[config.mk]
export PLATFORM = sky130hd
export DESIGN_NAME = puf_measure_ctrl_flat
export DESIGN_NICKNAME = d
export VERILOG_FILES = /design/src/rtl/puf_pkg.sv /design/src/rtl/puf_measure_ctrl_if.sv /design/src/rtl/puf_bit_compare.sv /design/src/rtl/puf_measure_ctrl.sv /design/src/flat_wrapper.sv
export SDC_FILE = /design/constraint.sdc
export NUM_CORES = 1
export LEC_CHECK = 0
export CELL_PAD_IN_SITES_DETAIL_PLACEMENT = 1
export CELL_PAD_IN_SITES_GLOBAL_PLACEMENT = 1
export CORE_MARGIN = 10
export CORE_UTILIZATION = 36
export DETAILED_ROUTE_END_ITERATION = 8
export PLACE_DENSITY_LB_ADDON = 0.1
export SYNTH_ARGS = -nofsm -noshare
export SYNTH_HDL_FRONTEND = slang
export SYNTH_SLANG_ARGS = --single-unit
[constraint.sdc]
create_clock -name CLK -period 2.15 [get_ports CLK]
set_input_delay 0.43 -clock CLK [delete_from_list [all_inputs] [get_ports CLK]]
set_output_delay 0.43 -clock CLK [all_outputs]
set_load 0.01 [all_outputs]
[src/rtl/puf_pkg.sv]
// puf_pkg: shared types and defaults for the RO-PUF measurement sequencer.
package puf_pkg;
  typedef enum logic [2:0] {IDLE, CLEAR, WINDOW, SETTLE, COMPARE, DONE} state_e;
  localparam int RESP_BITS_DEF = 8;
  localparam int CNT_W_DEF = 16;
  localparam int RO_PAIRS = RESP_BITS_DEF;
endpackage

[src/rtl/puf_measure_ctrl_if.sv]
// puf_measure_ctrl_if: host, window-timer and RO-counter signals of the sequencer.
interface puf_measure_ctrl_if #(
  parameter int RESP_BITS = 8,
  parameter int IDX_W = 3,
  parameter int CNT_W = 16
);
  logic start;
  logic tmr_stop;
  logic [CNT_W-1:0] ro_cnt_a;
  logic [CNT_W-1:0] ro_cnt_b;
  logic tmr_sclr;
  logic tmr_ce;
  logic ro_clr;
  logic ro_en;
  logic [IDX_W-1:0] pair_sel;
  logic busy;
  logic done;
  logic err;
  logic [IDX_W:0] tie_cnt;
  logic [RESP_BITS-1:0] response;
  modport master (
    input start, tmr_stop, ro_cnt_a, ro_cnt_b,
    output tmr_sclr, tmr_ce, ro_clr, ro_en, pair_sel, busy, done, err, tie_cnt, response
  );
  modport slave (
    output start, tmr_stop, ro_cnt_a, ro_cnt_b,
    input tmr_sclr, tmr_ce, ro_clr, ro_en, pair_sel, busy, done, err, tie_cnt, response
  );
endinterface

[src/rtl/puf_bit_compare.sv]
// puf_bit_compare: unsigned RO count compare yielding the response bit and a tie flag.
module puf_bit_compare #(
  parameter int CNT_W = 16
) (
  input  logic [CNT_W-1:0] a_i,
  input  logic [CNT_W-1:0] b_i,
  output logic             bit_o,
  output logic             tie_o
);
  assign bit_o = a_i > b_i;
  assign tie_o = a_i == b_i;
endmodule

[src/rtl/puf_measure_ctrl.sv]
// puf_measure_ctrl: sequences clear/window/settle/compare per RO pair to build the PUF response.
module puf_measure_ctrl
  import puf_pkg::*;
#(
  parameter int RESP_BITS = RESP_BITS_DEF,
  parameter int IDX_W = 3,
  parameter int CNT_W = CNT_W_DEF,
  parameter int SETTLE_CYC = 2,
  parameter int WDOG_CYC = 64
) (
  input logic CLK,
  input logic SCLR,
  puf_measure_ctrl_if.master bus
);
  localparam logic [IDX_W-1:0] LAST_IDX = IDX_W'(RESP_BITS - 1);
  localparam logic [7:0] WDOG_LAST = 8'(WDOG_CYC - 1);
  localparam logic [3:0] SETTLE_LAST = 4'(SETTLE_CYC - 1);
  localparam logic [IDX_W:0] TIE_MAX = (IDX_W + 1)'(RESP_BITS);

  state_e state_q, state_d;
  logic [IDX_W-1:0] idx_q, idx_d;
  logic [7:0] wdog_q, wdog_d;
  logic [3:0] settle_q, settle_d;
  logic [RESP_BITS-1:0] resp_q, resp_d;
  logic [IDX_W:0] tie_q, tie_d;
  logic err_q, err_d;
  logic sclr_q, clr_q, ce_q, en_q, busy_q, done_q;
  logic cmp_bit, cmp_tie;

  puf_bit_compare #(.CNT_W(CNT_W)) u_cmp (
    .a_i  (bus.ro_cnt_a),
    .b_i  (bus.ro_cnt_b),
    .bit_o(cmp_bit),
    .tie_o(cmp_tie)
  );

  always_comb begin
    state_d = state_q;
    idx_d = idx_q;
    wdog_d = wdog_q;
    settle_d = settle_q;
    resp_d = resp_q;
    tie_d = tie_q;
    err_d = err_q;
    case (state_q)
      IDLE: if (bus.start) begin
        state_d = CLEAR;
        idx_d = '0;
        resp_d = '0;
        tie_d = '0;
        err_d = 1'b0;
      end
      CLEAR: begin
        state_d = WINDOW;
        wdog_d = '0;
      end
      // tmr_stop has priority over a watchdog expiry in the same cycle
      WINDOW: if (bus.tmr_stop) begin
        state_d = SETTLE;
        settle_d = '0;
      end else if (wdog_q == WDOG_LAST) begin
        state_d = DONE;
        err_d = 1'b1;
      end else wdog_d = wdog_q + 8'd1;
      SETTLE: if (settle_q == SETTLE_LAST) state_d = COMPARE;
        else settle_d = settle_q + 4'd1;
      COMPARE: begin
        resp_d[idx_q] = cmp_bit;
        tie_d = (cmp_tie && tie_q != TIE_MAX) ? tie_q + 1'b1 : tie_q;
        state_d = (idx_q == LAST_IDX) ? DONE : CLEAR;
        idx_d = (idx_q == LAST_IDX) ? idx_q : idx_q + 1'b1;
      end
      DONE: state_d = IDLE;
      default: state_d = IDLE;
    endcase
  end

  // Handshake outputs are registered from the next state so they line up with it
  always_ff @(posedge CLK) begin
    if (SCLR) begin
      state_q <= IDLE;
      idx_q <= '0;
      wdog_q <= '0;
      settle_q <= '0;
      resp_q <= '0;
      tie_q <= '0;
      err_q <= 1'b0;
      sclr_q <= 1'b1;
      clr_q <= 1'b1;
      ce_q <= 1'b0;
      en_q <= 1'b0;
      busy_q <= 1'b0;
      done_q <= 1'b0;
    end else begin
      state_q <= state_d;
      idx_q <= idx_d;
      wdog_q <= wdog_d;
      settle_q <= settle_d;
      resp_q <= resp_d;
      tie_q <= tie_d;
      err_q <= err_d;
      sclr_q <= state_d inside {IDLE, CLEAR, DONE};
      clr_q <= state_d inside {IDLE, CLEAR, DONE};
      ce_q <= state_d == WINDOW;
      en_q <= state_d == WINDOW;
      busy_q <= state_d != IDLE;
      done_q <= state_d == DONE;
    end
  end

  assign bus.tmr_sclr = sclr_q;
  assign bus.ro_clr = clr_q;
  assign bus.tmr_ce = ce_q;
  assign bus.ro_en = en_q;
  assign bus.pair_sel = idx_q;
  assign bus.busy = busy_q;
  assign bus.done = done_q;
  assign bus.err = err_q;
  assign bus.tie_cnt = tie_q;
  assign bus.response = resp_q;
endmodule

[src/flat_wrapper.sv]
// flat-port wrapper written by rule: the top's interface ports become plain ports
module puf_measure_ctrl_flat import puf_pkg::*;
#(
  parameter int RESP_BITS = RESP_BITS_DEF,
  parameter int IDX_W = 3,
  parameter int CNT_W = CNT_W_DEF,
  parameter int SETTLE_CYC = 2,
  parameter int WDOG_CYC = 64
)
  (CLK, SCLR, bus_start, bus_tmr_stop, bus_ro_cnt_a, bus_ro_cnt_b, bus_tmr_sclr, bus_tmr_ce, bus_ro_clr, bus_ro_en, bus_pair_sel, bus_busy, bus_done, bus_err, bus_tie_cnt, bus_response);
  puf_measure_ctrl_if #(.RESP_BITS(RESP_BITS), .IDX_W(IDX_W), .CNT_W(CNT_W)) bus_i ();
  input logic CLK;
  input logic SCLR;
  input wire logic [$bits(bus_i.start)-1:0] bus_start;
  input wire logic [$bits(bus_i.tmr_stop)-1:0] bus_tmr_stop;
  input wire logic [$bits(bus_i.ro_cnt_a)-1:0] bus_ro_cnt_a;
  input wire logic [$bits(bus_i.ro_cnt_b)-1:0] bus_ro_cnt_b;
  output wire logic [$bits(bus_i.tmr_sclr)-1:0] bus_tmr_sclr;
  output wire logic [$bits(bus_i.tmr_ce)-1:0] bus_tmr_ce;
  output wire logic [$bits(bus_i.ro_clr)-1:0] bus_ro_clr;
  output wire logic [$bits(bus_i.ro_en)-1:0] bus_ro_en;
  output wire logic [$bits(bus_i.pair_sel)-1:0] bus_pair_sel;
  output wire logic [$bits(bus_i.busy)-1:0] bus_busy;
  output wire logic [$bits(bus_i.done)-1:0] bus_done;
  output wire logic [$bits(bus_i.err)-1:0] bus_err;
  output wire logic [$bits(bus_i.tie_cnt)-1:0] bus_tie_cnt;
  output wire logic [$bits(bus_i.response)-1:0] bus_response;
  assign bus_i.start = bus_start;
  assign bus_i.tmr_stop = bus_tmr_stop;
  assign bus_i.ro_cnt_a = bus_ro_cnt_a;
  assign bus_i.ro_cnt_b = bus_ro_cnt_b;
  assign bus_tmr_sclr = bus_i.tmr_sclr;
  assign bus_tmr_ce = bus_i.tmr_ce;
  assign bus_ro_clr = bus_i.ro_clr;
  assign bus_ro_en = bus_i.ro_en;
  assign bus_pair_sel = bus_i.pair_sel;
  assign bus_busy = bus_i.busy;
  assign bus_done = bus_i.done;
  assign bus_err = bus_i.err;
  assign bus_tie_cnt = bus_i.tie_cnt;
  assign bus_response = bus_i.response;
  puf_measure_ctrl #(.RESP_BITS(RESP_BITS), .IDX_W(IDX_W), .CNT_W(CNT_W), .SETTLE_CYC(SETTLE_CYC), .WDOG_CYC(WDOG_CYC)) u_core (.CLK(CLK), .SCLR(SCLR), .bus(bus_i));
endmodule
==> reports/metrics.csv <==
metric,value,unit
relSlewSlack,0.626,
synth_most_common_cell,dfxtp_1,
synth_seq_cells,35,
die-area,9610,sq um
boundaryPins,58,
cts-htree-levels,2,
min_period,2.10,ns
path_clk_slew,0.07,ns
min_from,u_core.wdog_q[1],
hold_end,u_core.wdog_q[1],
nets,378,
num_antenna_cells,0,
synth_ff_type,dfxtp_1,
synth.top_cell.area_share,0.319,
avgRoutedWirePerCell,15.6,microns
hold_depth,2,
grt_usage,0.119,
fillers,638,
tightest_slew,0.560,ns
first_iter_violations,49,
rsz0062_at_grt,yes,
hold_viol_final,0,
drv_slew,0,
post-route-util,0.566,
cts_tree,done,
synth_edf_count,0,
pre_cts_ws,-0.520,ns
dp.cells,383,
clkLatencyLatePin,0.28,ns
initial_core_util,0.370,
ir_worst_vdd,275,uV
io_buffers,57,
synthTopCellsByCount,"dfxtp_1 (35), inv_1 (24), nor2_1 (24)",
area_growth_syn_to_layout,52.8,%
status,"finished, final reports clean",
slowest_delay,0.46,ns
crit_start,bus_ro_cnt_b[13],
ctsRootBufferMaster,clkbuf_8,
drv_cap,0,
grt_pass1_vias,2218,
gp_congestion,0.737,
synth_area_leaders,"dfxtp_1 (32%), ha_1 (13%), inv_1 (4.1%)",
antenna_found_initial,0,
syn_avg_cell_area,9.06,sq um
seq_area_frac_synth,0.319,
grt_max_degree,11,
crit_arrival,2.27,ns
setup_viol,0,
yosysUniqueCellTypes,59,
antenna_left,0,
layout_setup_ws,0.0497,ns
fmax,0.476,GHz
rr_endpoint,u_core.bus.pair_sel[0],
clockBufferDepth,2,
layout-drive-gt1-share,0.256,
clkSinkCount,35,
numCtsBuffers,5,
critPathMaxFanout,3,
path_class,primary input to register,
power.density,484,nW/um^2
critPathCaptureType,register,
crit_required,2.32,ns
r2r_setup_slack,0.17,ns
synth-async-reset-ratio,0,
crit_slowest_cell,clkdlybuf4s50_1,
syn-num-nets,301,
yosysTopAreaCell,dfxtp_1,
die_y,98.1,microns
place_hpwl,4670,microns
grt_pass1_wl,9960,microns
postSynthCellCount,242,
routed_wl,6160,microns
overflow,0,
drc,0,
r2r.worst_path.cells,6,
vias,2040,
syn-cell-area,2190,sq um
core_area,5920,sq um
stdcell_count,395,
vias_per_cell,5.16,
crit_chain,"clkdlybuf4s50_1, inv_1, ha_4, nand4_4, buf_4, nor2_1, a21o_1, or3_4, a32o_1",
row_count,28,
dr.pass1.iters,4,
crit_path_start_kind,primary input,
whs,0.475,ns
die_x,98.1,microns
skew,0.00884,ns
leakage,1.44,nW
hold_path.class,register to register,
r2r_start,u_core.wdog_q[0],
yosys_warnings,0,
timing.final.crit_share,0.977,
==> cells in the final DEF, fill, tap and decap left out, drive strengths merged, types with 2 or more instances in the layout <==
cell type and n:
mux2 3, o311a 2, a21oi 11, nand4 5, a2111oi 2, nor3b 5
inv 24, clkdlybuf4s50 39, o211ai 10, nand3 5, buf 22, o31ai 5
a211oi 3, dfxtp 35, clkbuf 7, o2111ai 2, nor2 25, mux2i 2
nor4 4, nor2b 3, o21ai 3, o2bb2ai 2, dlymetal6s2s 18, xor2 9
a31oi 2, or3 2, and3 2, nand2 13, nor3 3, and2 3
a21o 2, a211o 2, ha 23, xnor2 2, nand2b 4, or2 6
==> worst max path at each step <==
| stage | to | cells past startpoint |
|---|---|---|
| 3_5_place_dp | u_core.bus.response[6] | 8 |
| 5_1_grt | u_core.bus.tie_cnt[1] | 9 |
| 6_report | u_core.bus.response[4] | 9 |
| 4_1_cts | u_core.bus.response[6] | 8 |
| 3_3_place_gp | u_core.bus.response[2] | 8 |
| 2_1_floorplan | u_core.bus.tie_cnt[1] | 7 |
==> worst max-delay path: cells and delay by family <==
| kind | cells | cell delay (ns) |
|---|---|---|
| buf+inv | 3 | 0.65 |
| simple gates | 3 | 0.56 |
| compound gates | 2 | 0.39 |
| fa+ha+maj | 1 | 0.25 |
==> kinds of logic after synthesis <==
kind of cell    after synthesis  share of synthesized area
simple gates                 84                      0.228
compound gates               51                      0.187
flops                        35                      0.319
buf+inv                      33                     0.0656
fa+ha+maj                    23                      0.131
xor+xnor                     11                     0.0439
mux                           5                     0.0245
==> state kept, by name (all words and copies together), names as in the netlist <==
name / count
u_core.settle_q: 4
u_core.wdog_q: 8
u_core.bus.done: 1
u_core.bus.tmr_ce: 1
u_core.bus.tmr_sclr: 1
u_core.state_q: 3
u_core.bus.err: 1
u_core.bus.busy: 1
u_core.bus.tie_cnt: 4
u_core.bus.pair_sel: 3
u_core.bus.response: 8
==> power by group <==
part	internal [mW]	leakage, nW	switching [mW]	total [mW]
combinational	0.248	1.11	0.219	0.467
clock	0.227	0.0422	0.233	0.460
sequential	0.672	0.283	0.0228	0.694
total	1.15	1.44	0.474	1.62
==> stage by stage <==
stage	TNS (ns)	cell area, sq um	power [mW]
2_1_floorplan	0	2190	0.936
3_3_place_gp	-4.15	2940	1.11
3_5_place_dp	-4.68	2940	1.12
4_1_cts	-0.0527	3070	1.60
5_1_grt	-0.136	3350	1.72
6_report	0	3350	1.62
==> per-layer routing <==
metal | track usage | wire, microns | up-vias
li1 | - | - | 1019
met1 | 0.126 | 2550 | 979
met2 | 0.218 | 3200 | 36
met3 | 0.0359 | 317 | 6
met4 | 0.0414 | 91 | 0
met5 | 0 | 0 | -
==> timing repair <==
item,in CTS,in global routing
buffers inserted,2,2
hold buffers,0,0
setup endpoints to repair,8,13
gates cloned,0,0
pin swaps,2,19
resized for setup,5,51
==> cell type report <==
class                           count  area [sq um]  share of cell area
Clock buffer                        7          76.3              0.0228
Clock inverter                      1          5.00             0.00149
Inverter                           24          90.1              0.0269
Multi-Input combinational cell    174          1600               0.478
Sequential cell                    35           701               0.209
Tap cell                           75          93.8              0.0280
Timing Repair Buffer               79           785               0.234
(Power assumes the default switching activity.)
